[src/rtl/morse_tx_ctrl.sv]
// morse_tx_ctrl: queues S..Z letter codes and shifts their 14-bit Morse patterns out MSB first,
// one bit every TICK_COUNT cycles, followed by GAP_BITS zero periods. Define MORSE_TX_ABORT_EN for the abort input.
module morse_tx_ctrl #(
  parameter int TICK_COUNT = 25000000,
  parameter int FIFO_DEPTH = 4,
  parameter int GAP_BITS   = 3
) (
  input  logic       clk,
  input  logic       reset_n,
  input  logic       req_valid,
  input  logic [2:0] req_letter,
  output logic       req_ready,
  output logic       morse_out,
  output logic       busy,
  output logic       letter_done
`ifdef MORSE_TX_ABORT_EN
  ,
  input  logic       abort
`endif
);
  localparam int CW = (TICK_COUNT > 1) ? $clog2(TICK_COUNT) : 1;
  localparam int AW = $clog2(FIFO_DEPTH);
  localparam int GW = (GAP_BITS > 0) ? $clog2(GAP_BITS + 1) : 1;
  localparam logic [CW-1:0] TICK_RELOAD = CW'(TICK_COUNT - 1);
  localparam logic [AW:0]   COUNT_FULL  = (AW + 1)'(FIFO_DEPTH);
  localparam logic [GW-1:0] GAP_LOAD    = GW'(GAP_BITS);

  typedef enum logic [1:0] {ST_IDLE, ST_LOAD, ST_SHIFT, ST_GAP} state_t;

  state_t          r_state;
  logic [13:0]     r_shift;
  logic [3:0]      r_bit_cnt;
  logic [GW-1:0]   r_gap_cnt;
  logic [CW-1:0]   r_tick_cnt;
  logic [2:0]      r_mem [FIFO_DEPTH];
  logic [AW-1:0]   r_wr_ptr;
  logic [AW-1:0]   r_rd_ptr;
  logic [AW:0]     r_count;

  logic            w_abort;
  logic            w_tick;
  logic            w_push;
  logic            w_pop;
  logic            w_fifo_nonempty;
  logic            w_last_bit;
  logic            w_last_gap;
  logic [2:0]      w_head;

`ifdef MORSE_TX_ABORT_EN
  assign w_abort = abort;
`else
  assign w_abort = 1'b0;
`endif

  function automatic logic [13:0] pattern_of(input logic [2:0] letter);
    logic [13:0] p;
    p = '0;
    case (letter)
      3'd0: p = 14'b10101000000000;
      3'd1: p = 14'b11100000000000;
      3'd2: p = 14'b10101110000000;
      3'd3: p = 14'b10101011100000;
      3'd4: p = 14'b10111011100000;
      3'd5: p = 14'b11101010111000;
      3'd6: p = 14'b11101011101110;
      3'd7: p = 14'b11101110101000;
      default: p = '0;
    endcase
    return p;
  endfunction

  // Ready looks only at the registered count, so a pop in the same cycle never frees a slot early.
  assign req_ready       = (r_count != COUNT_FULL);
  assign w_push          = req_valid && req_ready && !w_abort;
  assign w_pop           = (r_state == ST_LOAD);
  assign w_fifo_nonempty = (r_count != '0);
  assign w_head          = r_mem[r_rd_ptr];

  assign w_tick     = ((r_state == ST_SHIFT) || (r_state == ST_GAP)) && (r_tick_cnt == '0);
  assign w_last_bit = (r_state == ST_SHIFT) && w_tick && (r_bit_cnt == 4'd1);
  assign w_last_gap = (r_state == ST_GAP) && w_tick && (r_gap_cnt == GW'(1));

  // Pulses during the final cycle of a letter, so the following cycle is LOAD or IDLE.
  assign letter_done = !w_abort && (w_last_gap || (w_last_bit && (GAP_BITS == 0)));
  assign morse_out   = (r_state == ST_SHIFT) && r_shift[13];
  assign busy        = (r_state != ST_IDLE);

  always_ff @(posedge clk) begin
    if (w_push) begin
      r_mem[r_wr_ptr] <= req_letter;
    end
  end

  always_ff @(posedge clk or negedge reset_n) begin
    if (!reset_n) begin
      r_wr_ptr <= '0;
      r_rd_ptr <= '0;
      r_count  <= '0;
    end else if (w_abort) begin
      r_wr_ptr <= '0;
      r_rd_ptr <= '0;
      r_count  <= '0;
    end else begin
      if (w_push) begin
        r_wr_ptr <= r_wr_ptr + AW'(1);
      end
      if (w_pop) begin
        r_rd_ptr <= r_rd_ptr + AW'(1);
      end
      case ({w_push, w_pop})
        2'b10:   r_count <= r_count + (AW + 1)'(1);
        2'b01:   r_count <= r_count - (AW + 1)'(1);
        default: r_count <= r_count;
      endcase
    end
  end

  always_ff @(posedge clk or negedge reset_n) begin
    if (!reset_n) begin
      r_state    <= ST_IDLE;
      r_shift    <= '0;
      r_bit_cnt  <= '0;
      r_gap_cnt  <= '0;
      r_tick_cnt <= TICK_RELOAD;
    end else if (w_abort) begin
      r_state    <= ST_IDLE;
      r_shift    <= '0;
      r_bit_cnt  <= '0;
      r_gap_cnt  <= '0;
      r_tick_cnt <= TICK_RELOAD;
    end else begin
      if (w_tick || (r_state == ST_LOAD)) begin
        r_tick_cnt <= TICK_RELOAD;
      end else if ((r_state == ST_SHIFT) || (r_state == ST_GAP)) begin
        r_tick_cnt <= r_tick_cnt - CW'(1);
      end

      case (r_state)
        ST_IDLE: begin
          if (w_fifo_nonempty) begin
            r_state <= ST_LOAD;
          end
        end
        ST_LOAD: begin
          r_shift   <= pattern_of(w_head);
          r_bit_cnt <= 4'd14;
          r_state   <= ST_SHIFT;
        end
        ST_SHIFT: begin
          if (w_tick) begin
            r_shift   <= {r_shift[12:0], 1'b0};
            r_bit_cnt <= r_bit_cnt - 4'd1;
            if (r_bit_cnt == 4'd1) begin
              if (GAP_BITS > 0) begin
                r_state   <= ST_GAP;
                r_gap_cnt <= GAP_LOAD;
              end else begin
                r_state <= w_fifo_nonempty ? ST_LOAD : ST_IDLE;
              end
            end
          end
        end
        ST_GAP: begin
          if (w_tick) begin
            r_gap_cnt <= r_gap_cnt - GW'(1);
            if (r_gap_cnt == GW'(1)) begin
              r_state <= w_fifo_nonempty ? ST_LOAD : ST_IDLE;
            end
          end
        end
        default: r_state <= ST_IDLE;
      endcase
    end
  end
endmodule
[config.mk]
export PLATFORM = sky130hd
export DESIGN_NAME = morse_tx_ctrl
export DESIGN_NICKNAME = d
export VERILOG_FILES = /design/src/rtl/morse_tx_ctrl.sv
export SDC_FILE = /design/constraint.sdc
export NUM_CORES = 1
export LEC_CHECK = 0
export CAP_MARGIN = 20
export CORE_MARGIN = 5
export CORE_UTILIZATION = 38
export DETAILED_ROUTE_END_ITERATION = 12
export MAX_ROUTING_LAYER = met4
export SYNTH_ARGS = -nofsm -noshare
export SYNTH_HDL_FRONTEND = slang
export SYNTH_SLANG_ARGS = --single-unit
[constraint.sdc]
create_clock -name clk -period 2.9 [get_ports clk]
set_input_delay 0.29 -clock clk [delete_from_list [all_inputs] [get_ports clk]]
set_output_delay 0.29 -clock clk [all_outputs]
set_load 0.005 [all_outputs]
==> results of run 1 <==
==> final timing paths <==
kind                                           start  slack [ns]  cells past startpoint                         end
max in group asynchronous                    reset_n        1.89                      3  r_tick_cnt[21]$_DFFE_PN1P_
hold reg to reg               r_shift[1]$_DFFE_PN0P_        0.48                      1      r_shift[1]$_DFFE_PN0P_
setup reg to reg              r_state[0]$_DFFE_PN0P_        0.62                      6  r_tick_cnt[13]$_DFFE_PN1P_
hold / removal                               reset_n        0.43                      2   r_tick_cnt[6]$_DFFE_PN0P_
setup / recovery           r_tick_cnt[7]$_DFFE_PN0P_        0.18                      5                 letter_done
min in group clk              r_shift[1]$_DFFE_PN0P_        0.48                      1      r_shift[1]$_DFFE_PN0P_
==> registers in the layout, summed over array words and instances (netlist names) <==
| name | count |
|---|---|
| r_shift | 13 |
| r_state | 2 |
| r_count | 3 |
| r_bit_cnt | 4 |
| r_tick_cnt | 25 |
| r_gap_cnt | 2 |
| r_wr_ptr | 2 |
| r_mem | 12 |
| r_rd_ptr | 2 |
==> logic make-up (layout without fill, tap and decap cells) <==
| family | Yosys count | in the layout |
|---|---|---|
| multiplexers | 13 | 13 |
| AO/OA/AOI/OAI | 48 | 48 |
| flip-flops | 65 | 65 |
| buffers and inverters | 29 | 57 |
| XOR/XNOR | 26 | 26 |
| adder cells (fa/ha/maj) | 15 | 15 |
| AND/OR/NAND/NOR | 129 | 129 |
==> final cells by class <==
cell class                      count  share of cell area [%]
Sequential cell                    65                    44.0
Multi-Input combinational cell    231                    41.4
Timing Repair Buffer               20                    4.70
Tap cell                          108                    3.48
Clock buffer                        9                    3.19
Inverter                           21                    2.03
Clock inverter                      7                    1.19
==> placed cells by master (no fill, tap or decap), types with 11 or more instances in the layout <==
cell / instances
a21oi_1: 13
dfrtp_1: 36
dfstp_2: 17
edfxtp_1: 12
ha_1: 14
inv_1: 20
nand2_1: 27
nor2_1: 34
nor3_1: 11
o21ai_0: 12
xnor2_1: 12
xor2_1: 14
==> routing by layer <==
layer	vias to the layer above	global-route usage [%]	part of all wire, %
met1	1148	16.4	48
met3	11	3.45	3.0
met4	0	4.38	1.3
li1	1193	-	-
met2	22	18.6	47
met5	-	-	0
==> critical path, stage by stage, from the launching register on <==
cell and delay [ns]:
dfrtp_1 0.45, nor4_4 0.32, nand2_2 0.13, or4_1 0.52, nor2_1 0.14, clkdlybuf4s50_1 0.52
==> what timing repair did <==
action	in CTS	in global routing
setup buffers	0	3
hold buffers	0	1
endpoints found under the hold margin	0	16
endpoints found under the setup margin	0	1
==> metrics by stage <==
stage                     hold WS, ns  total power, mW
after floorplan              -0.00559             2.24
after global placement          0.466             2.53
after detailed placement        0.466             2.56
after CTS                       0.147             3.26
after global routing            0.455             3.47
final                           0.426             3.21
==> power by group through the flow <==
| stage | Clock [mW] | Combinational (mW) | Sequential [mW] |
|---|---|---|---|
| 6_report | 0.675 | 1.24 | 1.30 |
| 2_1_floorplan | 0 | 0.972 | 1.26 |
| 3_3_place_gp | 0 | 1.22 | 1.31 |
| 4_1_cts | 0.697 | 1.26 | 1.30 |
| 3_5_place_dp | 0 | 1.24 | 1.31 |
| 5_1_grt | 0.736 | 1.41 | 1.33 |
==> results.txt, run 1 <==
Initial antenna violation count: 0
Synth Instances: 325
Final layout net count: 369
Core area: 8760 um^2
Seq/Total Area, Yosys: 49.8%
Worst slew margin: 63.2%
Tightest Pin Transition: 0.549 ns
Place WS: 0.466 ns
Die ar.: 11000 um^2
Leak: 1.51 nW
Port buffer count: 9
Worst Hold Class: in -> async
Top-count cell post-synth: dfrtp_1
Setup slack after layout: 0.181 ns
Crit path max fanout: 5
Final min period: 2.72 ns
VDD IR max: 387 uV
Remaining DRCs: 0
Vias: 2374
Status: complete, no violations
Post-synthesis xor/xnor area fraction: 6.64%
Final ANT Viol Nets: 0
Reg clk slew, reported paths: 0.08 ns
Switching share of total power: 38.1%
Root Buffer: clkbuf_8
Achievable Freq: 368 MHz
Drt initial violations: 73
P&R area growth vs syn: 13.3%
CTS Sinks: 65
P_sw: 1.22 mW
Global Route Usage Sum: 12.5%
Maxcap violations: 0
Top cells by count, synth: dfrtp_1 (36), nor2_1 (34), nand2_1 (27)
WL per Instance: 13.7 um
Logic pwr share: 38.6%
Fin util: 44.3%
Synth Area in Adders: 5.70%
Vias in the first global route: 2295
GR Overflow Total: 0
Synth Register Bits: 65
Clock power frac: 21.0%
Total Neg Setup Slack: 0 ns
Largest family of logic cells by synthesized area: simple AND/OR/NAND/NOR gates
DR pass1 iterations: 4
Syn nets: 346
Worst-Skew Late Latency: 0.34 ns
Height of the die: 105 um
Count of pins over their slew limit: 0
Non-Filler Instances: 461
Die X: 105 um
Top Ports: 10
Post-Synth Simple-Gate Area: 20.6%
Power per cell area: 826 nW/um^2
Average size of a mapped cell: 10.5 um^2
Final instance area: 3880 um^2
Predominant post-synthesis flop cell: dfrtp_1
Post-Place Cell Area: 3660 um^2
Largest net degree at the start of global routing: 46
Post-synth EDFFs: 12
CP arrival: 2.43 ns
Final hold vios: 0
Starting Density: 39.1%
Final setup fails: 0
Nature of the critical path startpoint: flop
Syn Std Cell Area: 3430 um^2
First-pass GRT wire length: 11000 um
Top post-synthesis cells by area: dfrtp_1 (26%), dfstp_2 (13%), edfxtp_1 (11%)
DP HPWL: 4430 um
Crit share post-route: 93.7%
Sequential share of power: 40.4%
Synth Area in Compound Gates: 8.94%
CTS Buf Count: 9
Area occupied by multi-input gates: 1610 um^2
Critical Path End Type: output port
Ys async rst share: 81.5%
Max Root-Sink Buffers: 2
Post-synthesis mux area share: 5.07%
Count of cell types in the netlist: 55
Share of layout cells above drive strength 1: 18.4%
CTS tree: yes
FILL cells: 851
CP Class: reg -> out
Syn. warnings: 0
RSZ-0062 raised after global routing: no
Skew final: 0.0119 ns
CP Data Required Time: 2.61 ns
Final WL: 6320 um
# diodes: 0
Register area: 1710 um^2
H-tree lvl count: 3
Site row count: 34
Dpl cells: 440
GP Congestion: 0.804
Synth area leader: dfrtp_1
Int Pwr: 1.99 mW
Cts repair resizes: 0
Vias per std cell: 5.15
Share of the synthesized area in the top cell type: 26.3%
No activity file was read; power rests on OpenSTA's default activity.
==> run 2: changes to the inputs <==
- CTS_CLUSTER_SIZE: unset -> 24
==> results of run 2 <==
No change in the layout: final DEF, timing and power equal those of run 1.
==> run 3: changes to the inputs <==
- CORE_ASPECT_RATIO: unset -> 0.7
- GPL_TIMING_DRIVEN: unset -> 1
- SKIP_LAST_GASP: unset -> 1
==> run 3 against run 2 <==
Net effect: clock-buffer cell count up 5; utilization is 0.41 points higher; combinational power hardly changed; sequential share of layout area decreased by 1.2 points; final area is 2.8% higher; fmax is 0.70% lower; cell count increased by 2.2%.
==> results.txt, run 3 (synthesized netlist as in run 1, its figures left out) <==
Status: complete, no violations
Total Neg Setup Slack: 0 ns (unchanged)
H-tree lvl count: 3 (unchanged)
RSZ-0062 raised after global routing: no
Leak: 1.55 nW (+3.0%)
Gr busiest metal: met1
DP HPWL: 4820 um (+8.9%)
CTS Buf Count: 9 (unchanged)
Vias per std cell: 5.04 (-2.1%)
Skew final: 0.00461 ns (-0.00730 ns)
CP Class: reg -> out
Share of layout cells above drive strength 1: 17.3% (-1.1 points)
CTS Hold Buffers Added: 0 (unchanged)
Cts repair resizes: 0 (unchanged)
Crit share post-route: 94.4% (+0.66 points)
Fin util: 44.7% (+0.41 points)
Setup bufs post-CTS: 0 (unchanged)
Die X: 124 um (+18%)
Met3 usage: 4.36% (+0.91 points)
Final instance area: 3990 um^2 (+2.8%)
CP Data Required Time: 2.61 ns (about the same)
Final ANT Viol Nets: 0 (unchanged)
Largest register FFs: 25 (unchanged)
# diodes: 0 (unchanged)
Crit path cell chain: nor4_4, nand2_2, or4_1, nor2_1, clkdlybuf4s50_1
Reg clk slew, reported paths: 0.05 ns (-0.03 ns)
Commonest non-fill, non-tap cell in the layout: dfrtp_1
CTS Sinks: 65 (unchanged)
Max Root-Sink Buffers: 2 (unchanged)
Critical Path End Type: output port
Final WL: 6800 um (+7.6%)
Post-Place Cell Area: 3670 um^2 (+0.34%)
Reg2reg setup slack: 0.52 ns (-0.10 ns)
Hold Slack: 0.0786 ns (-0.347 ns)
Vias: 2374 (unchanged)
Capturing point of the worst reg2reg path: r_shift[8]$_DFFE_PN0P_
Crit path max fanout: 10 (+5)
GR Overflow Total: 0 (unchanged)
DR pass1 iterations: 4 (unchanged)
Maxcap violations: 0 (unchanged)
CP max stage cell: or4_1
Largest registers: r_tick_cnt: 25 flops, r_shift: 13 flops, r_mem: 12 flops
First-pass GRT wire length: 11900 um (+8.9%)
Final min period: 2.74 ns (+0.0193 ns)
Global Route Usage Sum: 14.6% (+2.1 points)
Crit path max-delay family: simple AND/OR/NAND/NOR gates
Count of pins over their slew limit: 0 (unchanged)
Height of the die: 89.5 um (-15%)
Worst-Skew Late Latency: 0.33 ns (about the same)
Pwr Total: 3.69 mW (+15%)
Power per cell area: 925 nW/um^2 (+12%)
Largest net degree at the start of global routing: 54 (+17%)
Site row count: 29 (-15%)
Top Ports: 10 (unchanged)
Crit path from: r_tick_cnt[7]$_DFFE_PN0P_
Most frequent cells in the layout: dfrtp_1 (36), nor2_1 (34), nand2_1 (27), inv_1 (20), dfstp_2 (17)
Nature of the critical path startpoint: flop
Largest stage delay on the critical path: 0.53 ns (about the same)
P&R area growth vs syn: 16.5%
Worst Hold Class: in -> async
M2 GR Usage: 19.6% (+0.96 points)
Die ar.: 11000 um^2 (+0.28%)
CTS tree: yes
CP arrival: 2.45 ns (+0.02 ns)
Core area: 8930 um^2 (+1.9%)
Worst path bufs/invs: 1 (unchanged)
Remaining DRCs: 0 (unchanged)
VDD IR max: 414 uV (+6.9%)
Vias in the first global route: 2430 (+5.9%)
Port buffer count: 9 (unchanged)
Tightest Pin Transition: 0.676 ns (+0.127 ns)
Final layout net count: 363 (-1.6%)
Met1 Use GR: 20.6% (+4.1 points)
GP Congestion: 0.806 (+0.21%)
Worst slew margin: 55.0% (-8.2 points)
Root Buffer: clkbuf_16
Top reg by flops: r_tick_cnt
Reg2reg path depth: 5 (-1)
Critical R2R Launch: r_tick_cnt[21]$_DFFE_PN1P_
Final setup fails: 0 (unchanged)
Initial antenna violation count: 0 (unchanged)
Final hold vios: 0 (unchanged)
Achievable Freq: 365 MHz (-0.70%)
WL per Instance: 14.4 um (+5.3%)
Starting Density: 38.4% (-0.71 points)
Drt initial violations: 103 (+41%)
-- run 3: worst reg2reg max path, delay by kind of cell, from the launching register on --
| kind | cells | cell delay (ns) |
|---|---|---|
| flops | 1 | 0.38 |
| mux | 1 | 0.38 |
| simple gates | 3 | 1.14 |
| compound gates | 1 | 0.35 |
-- run 3: layout make-up --
cell class / instances / area, um^2
clock buffer: 14 / 284
clock inverter: 2 / 35.0
timing repair buffer: 14 / 123
sequential: 65 / 1710
inverter: 21 / 78.8
fill: 878 / 4930
multi-input combinational: 231 / 1610
tap: 124 / 155
-- run 3: worst max-delay path by stage --
stage | endpoint | cells past startpoint
2_1_floorplan | r_shift[8]$_DFFE_PN0P_ | 5
3_3_place_gp | letter_done | 5
3_5_place_dp | letter_done | 5
4_1_cts | letter_done | 5
5_1_grt | letter_done | 5
6_report | letter_done | 5
-- run 3: routing by layer --
metal	share of wire [%]	wire, um	vias to the layer above
met5	0	0	-
met4	1.8	123	0
met3	3.3	227	14
met2	40	2730	31
met1	55	3730	1144
li1	-	-	1185
-- run 3: stage by stage --
step	instances	setup slack [ns]
floorplan	325	0.865
CTS	471	0.123
global placement	455	0.524
detailed placement	455	0.485
finish	471	0.162
global route	471	0.0181
-- run 3: power by group --
| part | internal, mW | switching (mW) |
|---|---|---|
| clock network | 0.757 | 0.377 |
| logic | 0.531 | 0.726 |
| registers | 1.15 | 0.149 |
